===== config.mk =====
export PLATFORM = sky130hd
export DESIGN_NAME = polyphonic_organ
export DESIGN_NICKNAME = d
export VERILOG_FILES = /design/src/rtl/polyphonic_organ.sv
export SDC_FILE = /design/constraint.sdc
export NUM_CORES = 1
export LEC_CHECK = 0
export ABC_CLOCK_PERIOD_IN_PS = 6200
export CORE_AREA = 2 2 188 190
export CTS_CLUSTER_SIZE = 20
export DETAILED_ROUTE_END_ITERATION = 6
export DIE_AREA = 0 0 190 192
export PLACE_DENSITY = 0.81
export SYNTH_ARGS = -nofsm -noshare
export SYNTH_HDL_FRONTEND = slang
export SYNTH_SLANG_ARGS = --single-unit

===== constraint.sdc =====
create_clock -name clock -period 6.2 [get_ports clock]
set_input_delay 1.24 -clock clock [delete_from_list [all_inputs] [get_ports clock]]
set_output_delay 1.24 -clock clock [all_outputs]
set_load 0.01 [all_outputs]

===== src/rtl/polyphonic_organ.sv =====
// Multi-voice square-wave organ core: per-voice phase accumulators with a runtime
// tuning word, shared octave shift, phase-aligned note start and full-pulse release.
module polyphonic_organ #(
  parameter int NUM_VOICES = 8,
  parameter int ACC_BITS   = 20,
  parameter int TUNE_BITS  = 19,
  parameter int VSEL_BITS  = 4
) (
  input  logic                                clock,
  input  logic                                reset,
  input  logic [NUM_VOICES-1:0]               keyPressed,
  input  logic [1:0]                          octaveSelect,
  input  logic                                tuneWrite,
  input  logic [VSEL_BITS-1:0]                tuneVoice,
  input  logic [TUNE_BITS-1:0]                tuneWord,
  output logic [NUM_VOICES-1:0]               noteOut,
  output logic [$clog2(NUM_VOICES+1)-1:0]     mixOut
);

  localparam int MIX_BITS = $clog2(NUM_VOICES + 1);
  localparam int PAD_BITS = ACC_BITS - TUNE_BITS;

  logic [TUNE_BITS-1:0] tune_q [NUM_VOICES];
  logic [TUNE_BITS-1:0] tune_d [NUM_VOICES];
  logic [ACC_BITS-1:0]  acc_q  [NUM_VOICES];
  logic [ACC_BITS-1:0]  acc_d  [NUM_VOICES];
  logic [ACC_BITS-1:0]  inc    [NUM_VOICES];
  logic [NUM_VOICES-1:0] gate_q, gate_d;
  logic [MIX_BITS-1:0]   mix_q, mix_d;
  logic [1:0]            shift;

  always_comb begin
    shift = 2'd3 - octaveSelect;
    for (int i = 0; i < NUM_VOICES; i++) begin
      inc[i] = {{PAD_BITS{1'b0}}, tune_q[i] >> shift};
    end
  end

  // Voice update priority: start on fresh press, release only in the low half, else run.
  always_comb begin
    for (int i = 0; i < NUM_VOICES; i++) begin
      // NOTE: every always_comb output gets a default first so no path leaves it unassigned (no latch).
      tune_d[i] = tune_q[i];
      acc_d[i]  = acc_q[i];
      gate_d[i] = gate_q[i];
      if (keyPressed[i] && !gate_q[i]) begin
        gate_d[i] = 1'b1;
        acc_d[i]  = '0;
      end else if (!keyPressed[i] && gate_q[i] && !acc_q[i][ACC_BITS-1]) begin
        gate_d[i] = 1'b0;
        acc_d[i]  = '0;
      end else if (gate_q[i]) begin
        acc_d[i] = acc_q[i] + inc[i];
      end
      // Indices at or above NUM_VOICES never match, so such writes are dropped.
      if (tuneWrite && (int'(tuneVoice) == i)) begin
        tune_d[i] = tuneWord;
      end
    end
  end

  always_comb begin
    noteOut = '0;
    for (int i = 0; i < NUM_VOICES; i++) begin
      noteOut[i] = gate_q[i] & acc_q[i][ACC_BITS-1];
    end
  end

  always_comb begin
    mix_d = '0;
    for (int i = 0; i < NUM_VOICES; i++) begin
      mix_d = mix_d + MIX_BITS'(noteOut[i]);
    end
  end

  assign mixOut = mix_q;

  always_ff @(posedge clock) begin
    if (reset) begin
      // NOTE: the tuning array is cleared on reset because a reset voice must stay silent until retuned.
      for (int i = 0; i < NUM_VOICES; i++) begin
        tune_q[i] <= '0;
        acc_q[i]  <= '0;
      end
      gate_q <= '0;
      mix_q  <= '0;
    end else begin
      // NOTE: state registers use non-blocking assignment so every flop samples pre-edge values.
      for (int i = 0; i < NUM_VOICES; i++) begin
        tune_q[i] <= tune_d[i];
        acc_q[i]  <= acc_d[i];
      end
      gate_q <= gate_d;
      mix_q  <= mix_d;
    end
  end

endmodule


==> results_dict.tcl <==
set metrics [dict create \
    status "completed" \
    gr-total-overflow 0 \
    wl_per_cell_microns 18.6 \
    fp.dieArea_sq_um 36500 \
    maxCapViolCount 0 \
    required_ps 6650 \
    power_density_nw_per_um2 205 \
    syn_to_final_growth_pct 8.61 \
    wl_met3_mm 3.76 \
    io_pins 48 \
    n_fill_cell 2639 \
    finClkSkew_ps 29.3 \
    yosys_register_bits 324 \
    most-common-layout-cells "nand2_1 (396), dfxtp_1 (324), a21oi_1 (298)" \
    drive_above_1_share 0.0991 \
    max_slew_margin 0.157 \
    async_flop_share 0 \
    vias 18400 \
    layout_commonest_cell "nand2_1" \
    h-tree-depth 2 \
    synth-edff-count 0 \
    clkTransAtPathRegs_ps 70 \
    synth_cell_types 75 \
    crit_family "compound AO/OA/AOI/OAI gates" \
    synth_cells 2469 \
    crit_path_max_incr_delay_ps 610 \
    ff2ff_setup_slack_ps 2250 \
    vdd_drop_max_mv 0.181 \
    met2_length_mm 25.0 \
    dp.final_hpwl_mm 37.6 \
    path_cells "clkbuf_8 > mux4_2 > ha_1 > fa_1 > a21o_1 > a31oi_1 > o21bai_1 > a21oi_1 > o21ai_0 > a31oi_1 > xor2_1 > o21ai_0" \
    crit_buf_inv 1 \
    fin_nets 2637 \
    antenna_found_initial 0 \
    gp_congestion 0.907 \
    placementRows 68 \
    synth_top_area_cell "dfxtp_1" \
    path_class "primary input to flop" \
    worstMarginPinSlew_ps 1260 \
    fin_crit_ps 4470 \
    fmax_mhz 224 \
    ys_seq_area_frac 0.299 \
    power_mw 4.84 \
    drc 0 \
    cts_setup_buffers 0 \
    chipWidth_microns 190 \
    avgSynthCellArea_sq_um 8.79 \
    gr-usage-all-layers 0.301 \
    clk_path_buf_depth 3 \
    worst_path_max_delay_cell "mux4_2" \
    synth_area_sq_um 21700 \
    final_core_util 0.688 \
    grt_pass1_vias 17800 \
    firstDrtPassIters 5 \
    cts_tree "done" \
    yosysWarnings 0 \
    cp_max_fo 77 \
    end_kind "flop" \
    timing.final.max_slew_violations 0 \
    finalSetupViolations 0 \
    cp.arrival_ps 4920 \
    p_leak_nw 9.72 \
    io_buffers 47 \
    worstHoldPathType "flop to flop" \
    coreArea_sq_um 34300 \
    period_share 0.721 \
    cts_buffers 38 \
    drt-total-wl_mm 54.4 \
    drtAntennaViolNets 0 \
    synth.top_cell.area_share 0.299 \
    vias_per_cell 6.30 \
    top_layer "met4" \
    grt_pass1_wl_mm 89.4 \
    synth_area_leaders "dfxtp_1 (30%), mux4_2 (10%), ha_1 (8.9%), a21oi_1 (6.9%), mux2i_1 (6.9%)" \
    rsz0062_at_grt "no" \
    start_util 0.633 \
    cts_root_buffer "clkbuf_16" \
    clock-sinks 324 \
    crit_path_start_kind "primary input" \
    dp.cells 2849 \
    wl_met1_mm 23.6 \
    hold_viol 0 \
    synth_ff_type "dfxtp_1" \
    grt_max_degree 95 \
    clk_latency_ps 570 \
    ctsHoldBuffers 0 \
    synth.net_count 2672 \
    stdcell_count 2918 \
    die_h_microns 192 \
    insertedDiodeCount 0 \
    drt_iter0_drc 1409 \
    finalSetupTns_ps 0 \
    cts_resized 0 \
]
==> per-layer routing <==
metal,vias up,global-route usage
met1,8760,0.402
met3,144,0.0435
met4,0,0.126
li1,8847,-
met5,-,0
met2,631,0.489
==> worst paths after layout <==
path	endpoint	cells past startpoint	from
setup reg to reg	mixOut[1]	10	gate_q[1]
hold / removal	acc_q[0][53]	2	acc_q[0][53]
setup / recovery	acc_q[0][58]	12	octaveSelect[0]
hold reg to reg	acc_q[0][53]	2	acc_q[0][53]
==> cell type report <==
| cell class | instances | area, sq um | area share |
|---|---|---|---|
| sequential | 324 | 6490 | 0.275 |
| clock inverter | 25 | 285 | 0.0121 |
| multi-input combinational | 1955 | 14400 | 0.612 |
| tap | 455 | 569 | 0.0241 |
| timing repair buffer | 66 | 632 | 0.0268 |
| inverter | 49 | 184 | 0.00780 |
| clock buffer | 44 | 1000 | 0.0425 |
==> cell families after synthesis <==
group	after synthesis	share of synthesized area
multiplexers	253	0.172
AO/OA/AOI/OAI	647	0.189
flip-flops	324	0.299
XOR/XNOR	129	0.0520
buffers and inverters	190	0.0374
AND/OR/NAND/NOR	759	0.150
adder cells (fa/ha/maj)	167	0.100
==> worst register-to-register path: cells and delay by family, from the launching register on <==
| family | cells | cell delay [ps] |
|---|---|---|
| buf+inv | 3 | 230 |
| fa+ha+maj | 5 | 1870 |
| simple gates | 2 | 660 |
| flops | 1 | 1070 |
==> sequential cells by signal (all words and copies together), names as in the netlist <==
register  flops
acc_q       160
gate_q        8
mixOut        4
tune_q      152
==> Yosys cell counts, types with 7 or more instances <==
library cell    n
a221oi_2       11
nor2_1        207
nand2_1       396
a21oi_1       298
dfxtp_1       324
clkbuf_1       91
inv_1          45
ha_1          155
nand4_1        16
o211ai_1       11
buf_2          16
and2_1          9
xnor2_1        77
nand2b_1        9
o21a_1         17
a31oi_1        21
buf_4          15
mux2i_1       149
o21bai_1       11
mux4_2         96
or2_2           7
a21o_1         76
o21ai_0        97
xor2_1         52
and3_1         30
a211oi_1       28
nand3_1        20
buf_1          13
a22o_1          9
fa_1           12
mux2_2          8
nor3_1         12
nor2b_1        24
==> through the flow <==
step	instance area, sq um	hold slack, ps	setup slack, ps
after floorplan	21700	429	1520
after global placement	22300	442	1300
after detailed placement	22300	449	1160
after CTS	23600	467	1730
after global routing	23600	490	1340
final	23600	465	1730
==> power breakdown <==
part / switching [mW] / total (mW) / internal (mW) / leakage, nW
combinational: 0.239 / 0.385 / 0.146 / 6.49
clock: 0.975 / 2.32 / 1.35 / 0.615
sequential: 0.0306 / 2.14 / 2.11 / 2.62
(Power assumes the default switching activity.)
